[src/rtl/imem_loader.sv]
// Streams 32-bit words into byte-addressed imem as four little-endian byte writes.
// Latency: start->word_ready 1 cycle; handshake->writes in the following 4 cycles; 1 word per 5 cycles peak.
// Backpressure: word_ready is high only in ACCEPT; a stalled producer holds the loader there indefinitely.
module imem_loader #(
    parameter int MEM_BYTES = 208,
    parameter int ADDR_W    = 64
) (
    input  logic              clk,
    input  logic              reset,
    input  logic              start,
    input  logic [ADDR_W-1:0] base_addr,
    input  logic              word_valid,
    output logic              word_ready,
    input  logic [31:0]       word_data,
    input  logic              word_last,
    output logic              wr_en,
    output logic [ADDR_W-1:0] wr_addr,
    output logic [7:0]        wr_byte,
    output logic              cpu_hold,
    output logic              busy,
    output logic              done,
    output logic              err
);

    typedef enum logic [2:0] {
        S_IDLE, S_ACCEPT, S_WR0, S_WR1, S_WR2, S_WR3, S_DONE
    } state_t;

    // Highest legal byte address, one bit wider than ptr so ptr+3 cannot wrap past the check.
    localparam logic [ADDR_W:0] LAST_ADDR = (ADDR_W+1)'(MEM_BYTES - 1);

    state_t            state, state_nxt;
    logic [ADDR_W-1:0] ptr, ptr_nxt;
    logic [31:0]       word, word_nxt;
    logic              last, last_nxt;
    logic              err_nxt;
    logic [ADDR_W:0]   end_addr;

    logic              ready_nxt, wr_en_nxt, hold_nxt, done_nxt;
    logic [1:0]        k_nxt;
    logic [ADDR_W-1:0] wr_addr_nxt;
    logic [7:0]        wr_byte_nxt;

    assign end_addr = {1'b0, ptr} + (ADDR_W+1)'(3);

    // Next-state, datapath updates and next values of the registered outputs.
    always_comb begin
        state_nxt = state;
        ptr_nxt   = ptr;
        word_nxt  = word;
        last_nxt  = last;
        err_nxt   = err;
        case (state)
            S_IDLE: begin
                if (start) begin
                    ptr_nxt = base_addr;
                    err_nxt = 1'b0;
                    if (base_addr[1:0] != 2'b00) begin
                        err_nxt   = 1'b1;
                        state_nxt = S_DONE;
                    end else begin
                        state_nxt = S_ACCEPT;
                    end
                end
            end
            S_ACCEPT: begin
                if (word_valid) begin
                    word_nxt = word_data;
                    last_nxt = word_last;
                    if (end_addr > LAST_ADDR) begin
                        err_nxt   = 1'b1;
                        state_nxt = S_DONE;
                    end else begin
                        state_nxt = S_WR0;
                    end
                end
            end
            S_WR0: state_nxt = S_WR1;
            S_WR1: state_nxt = S_WR2;
            S_WR2: state_nxt = S_WR3;
            S_WR3: begin
                ptr_nxt   = ptr + ADDR_W'(4);
                state_nxt = last ? S_DONE : S_ACCEPT;
            end
            S_DONE:  state_nxt = S_IDLE;
            default: state_nxt = S_IDLE;
        endcase

        // Outputs are decoded from the upcoming state so they can be registered.
        ready_nxt = (state_nxt == S_ACCEPT);
        hold_nxt  = (state_nxt != S_IDLE);
        done_nxt  = (state_nxt == S_DONE);
        wr_en_nxt = 1'b1;
        k_nxt     = 2'd0;
        case (state_nxt)
            S_WR0:   k_nxt = 2'd0;
            S_WR1:   k_nxt = 2'd1;
            S_WR2:   k_nxt = 2'd2;
            S_WR3:   k_nxt = 2'd3;
            default: wr_en_nxt = 1'b0;
        endcase
        wr_addr_nxt = wr_en_nxt ? (ptr_nxt + ADDR_W'(k_nxt)) : '0;
        wr_byte_nxt = wr_en_nxt ? word_nxt[{k_nxt, 3'b000} +: 8] : 8'h00;
    end

    // State, datapath and output registers; reset abandons any session in progress.
    always_ff @(posedge clk) begin
        if (reset) begin
            state      <= S_IDLE;
            ptr        <= '0;
            word       <= '0;
            last       <= 1'b0;
            err        <= 1'b0;
            word_ready <= 1'b0;
            wr_en      <= 1'b0;
            wr_addr    <= '0;
            wr_byte    <= '0;
            cpu_hold   <= 1'b0;
            busy       <= 1'b0;
            done       <= 1'b0;
        end else begin
            state      <= state_nxt;
            ptr        <= ptr_nxt;
            word       <= word_nxt;
            last       <= last_nxt;
            err        <= err_nxt;
            word_ready <= ready_nxt;
            wr_en      <= wr_en_nxt;
            wr_addr    <= wr_addr_nxt;
            wr_byte    <= wr_byte_nxt;
            cpu_hold   <= hold_nxt;
            busy       <= hold_nxt;
            done       <= done_nxt;
        end
    end

endmodule

[config.mk]
export PLATFORM = sky130hd
export DESIGN_NAME = imem_loader
export DESIGN_NICKNAME = d
export VERILOG_FILES = /design/src/rtl/imem_loader.sv
export SDC_FILE = /design/constraint.sdc
export NUM_CORES = 1
export LEC_CHECK = 0
export BUFFER_PORTS_ARGS = -buffer_cell sky130_fd_sc_hd__buf_2
export CAP_MARGIN = 40
export CORE_MARGIN = 1
export CORE_UTILIZATION = 45
export DETAILED_ROUTE_END_ITERATION = 10
export GPL_TIMING_DRIVEN = 0
export PLACE_DENSITY = 0.7
export RECOVER_POWER = 25
export SYNTH_ARGS = -nofsm -noshare
export SYNTH_HDL_FRONTEND = slang
export SYNTH_SLANG_ARGS = --single-unit
[constraint.sdc]
create_clock -name clk -period 11 [get_ports clk]
set_input_delay 1.1 -clock clk [delete_from_list [all_inputs] [get_ports clk]]
set_output_delay 1.1 -clock clk [all_outputs]
set_load 0.03 [all_outputs]
==> summary.md <==
| Metric | Value |
|---|---|
| Cells after Synth | `1,449` |
| Mapped Area | `~12,000 µm²` |
| Setup ws final | `between 3 and 4 ns` |
| Die area | `26,300 µm²` |
| # clock sinks | `177` |
| Final Max Slew Viols | `0` |
| Post-CTS Setup Inserts | `0` |
| GPL Wtd Cong | `0.999` |
| Antenna violations before repair | `1` |
| Max Cap Viol | `0` |
| Rows | `between 50 and 60` |
| Setup_tns | `0 ns` |
| DR iter-0 viols | `about 1,200` |
| Async S/R FF share, synth | `0` |
| Fin crit period | `7.04 ns` |
| Post-synthesis mux area share | `0.0392` |
| Global-route wire length before repair | `74,200 µm` |
| Largest net degree at the start of global routing | `22` |
| XOR/XNOR Fraction of Synth Area | `0.0674` |
| Die width | `162 µm` |
| CTS max path bufs | `2` |
| Ant diodes | `0` |
| CORE AREA | `about 25,000 µm²` |
| Max Clock Skew | `0.0162 ns` |
| EDFF count, synth | `0` |
| CTS tree | `yes` |
| Kind of critical path | `in2reg` |
| Adder-cell share of the synthesized area | `0.00714` |
| Root buffer cell | `clkbuf_16` |
| Total vias in the final route | `12,461` |
| Flops & latches, synth | `177` |
| Fraction of layout cells with a size suffix above 1 | `0.179` |
| CP max FO | `10` |
| Die height | `162 µm` |
| All-Layer GR Usage | `0.382` |
| GRT overflow | `0` |
| Primary FF master, synth | `dfxtp_1` |
| Status | `finished, final reports clean` |
| Unrepaired setup endpoints after global routing | `no` |
| Port buffer count | `178` |
| H-tree depth | `4` |
| CTS buffer count | `17` |
| Post_cts resized | `0` |
| Final setup viols | `0` |
| Worst-path clk slew | `0.09 ns` |
| Number of global-route vias before repair | `11,857` |
| Required time of the critical path | `11.39 ns` |
| Final Cycle Share | `0.640` |
| Detailed placement HPWL | `38,800 µm` |
| Hold Buf Count CTS | `0` |
| Synth Warn # | `0` |
| Antenna viol nets, final | `0` |
| Seq/Total Area, Yosys | `0.307` |
| Worst vdd ir | `0.128 mV` |
| Final net count | `1,769` |
| Later-pin clock latency in the skew report | `between 0.4 and 0.5 ns` |
| F_max | `142 MHz` |
| Via density | `about 6.2` |
| Initial DRT Pass Iterations | `5` |
| Pwr/cell area | `~210 nW/µm²` |
| Worst hold margin | `0.500 ns` |
| Area Overhead vs Synth | `17.3%` |
| Number of fill cells | `roughly 2,500` |
| Crit path DAT | `7.42 ns` |
| Worst Setup End Kind | `flip-flop` |
| Leak | `4.95 nW` |
| Post-Synth Simple-Gate Area | `0.373` |
| Ports | `approximately 180` |
| Crit start category | `input pin` |
| Setup WS pre-CTS | `3.70 ns` |
| Hold Fails Final Rpt | `0` |
| Syn_nets | `1,556` |
| Slew margin rel. | `0.406` |
| Hold Path Class | `reg2reg` |
| Wire per inst | `25.2 µm` |
| Distinct cells, synth | `107` |
| Largest family of logic cells by synthesized area | `simple AND/OR/NAND/NOR gates` |
| Initial Util | `0.459` |
| Synth Area in Compound Gates | `0.138` |
| Worst-margin pin slew | `0.882 ns` |
| DRC violations left | `0` |
| Synth Area per Inst | `7.98 µm²` |
| Post-Route WL | `50,500 µm` |
[per-stage QoR]
stage,util,area (µm²),power (W),cells
after floorplan,-,11600,0.00172,1449
after global placement,0.511,12900,0.00213,1957
after detailed placement,0.516,13000,0.00216,1972
after CTS,0.541,13600,0.00281,2004
after global routing,0.538,13600,0.00296,2005
final,0.538,13600,0.00284,2005
[path summary, 6_finish.rpt]
check / endpoint / slack, ns / startpoint / cells past startpoint
max: wr_addr[63]$_SDFF_PP0_ / 3.96 / start / 20
min: word[19]$_SDFF_PP0_ / 0.50 / word[19]$_SDFF_PP0_ / 2
max reg2reg: wr_addr[63]$_SDFF_PP0_ / 4.23 / state[0]$_SDFF_PP0_ / 19
min reg2reg: word[19]$_SDFF_PP0_ / 0.50 / word[19]$_SDFF_PP0_ / 2
[layout make-up]
class	instances	area [µm²]	share of cell area
multi-input cells	1138	7220	0.532
flip-flops and latches	177	3540	0.261
well taps	330	413	0.0305
plain buffers	116	732	0.0540
inverters	18	67.6	0.00499
clock inverters	15	201	0.0149
clock buffers	17	425	0.0314
repair buffers	194	955	0.0704
[worst max-delay path: stages]
cell      delay, ns
buf_2          0.14
nor4b_4        0.47
buf_2          0.45
buf_8          0.23
clkbuf_8       0.26
clkbuf_8       0.24
clkbuf_1       0.43
nor2_1         0.07
a21oi_1        0.36
inv_1          0.09
ha_1           0.29
a21oi_1        0.08
or4_1          0.56
or3_1          0.32
clkbuf_1       0.23
nor4_2         0.82
nand4_1        0.46
nor3_1         0.46
a31oi_1        0.15
nor3_1         0.17
[Yosys cell counts, types with 9 or more instances]
cell / number / share of area
or4_1: 21 / 0.014
nor2b_1: 20 / 0.011
or3_1: 9 / 0.0049
nand2_1: 139 / 0.045
and4_1: 12 / 0.0091
mux2i_1: 43 / 0.037
o21ai_0: 31 / 0.013
a211oi_1: 11 / 0.0071
clkbuf_1: 51 / 0.017
dfxtp_1: 177 / 0.31
a22oi_1: 19 / 0.012
and3_1: 22 / 0.012
nand4_1: 57 / 0.031
nor3b_1: 11 / 0.0071
a21oi_1: 48 / 0.021
o211ai_1: 9 / 0.0058
inv_1: 16 / 0.0052
and2_1: 12 / 0.0065
clkbuf_8: 12 / 0.014
nor2_1: 201 / 0.065
nand2b_1: 13 / 0.0070
nor4_1: 42 / 0.023
xnor2_1: 49 / 0.037
nor3_1: 63 / 0.027
nand3_1: 72 / 0.031
xor2_1: 40 / 0.030
buf_2: 30 / 0.013
a31oi_1: 15 / 0.0081
[registers in the layout, indices dropped and copies added (netlist names)]
name and cells:
ptr 64, wr_byte 8, word 32, done 1, wr_addr 64, last 1
state 3, wr_en 1, busy 1, err 1, word_ready 1
[cells in the final DEF, fill, tap and decap left out, types with 15 or more instances in the layout]
cell,instances
nor2_1,201
dfxtp_1,177
buf_2,148
nand2_1,139
clkbuf_1,114
nand3_1,72
nor3_1,63
nand4_1,57
xnor2_1,49
a21oi_1,48
mux2i_1,43
nor4_1,42
xor2_1,40
o21ai_0,31
and3_1,22
or4_1,21
nor2b_1,20
a22oi_1,19
clkbuf_16,17
inv_1,16
a31oi_1,15
[cell families after synthesis]
logic type / count (synthesis)
AOI/OAI and AO/OA: 225
DFF: 177
and+or+nand+nor: 773
adders and majority gates: 6
xor gates and xnor gates: 89
buffers and inverters: 134
muxes: 45
[layer usage]
layer  routed length [µm]  part of all wire  GRT usage  vias to the layer above
met1                21400              0.42      0.509                     5934
li1                     -                 -          -                     5698
met4                 2370             0.047      0.190                        0
met5                    0                 0          0                        -
met2                21800              0.43      0.583                      697
met3                 4990             0.099     0.0797                      132
[power breakdown]
group / switching (W) / internal (W) / total (W)
registers: 0.0000688 / 0.000749 / 0.000818
logic: 0.000922 / 0.000434 / 0.00136
clock network: 0.000353 / 0.000315 / 0.000667
total: 0.00134 / 0.00150 / 0.00284
No activity file was read; power rests on OpenSTA's default activity.
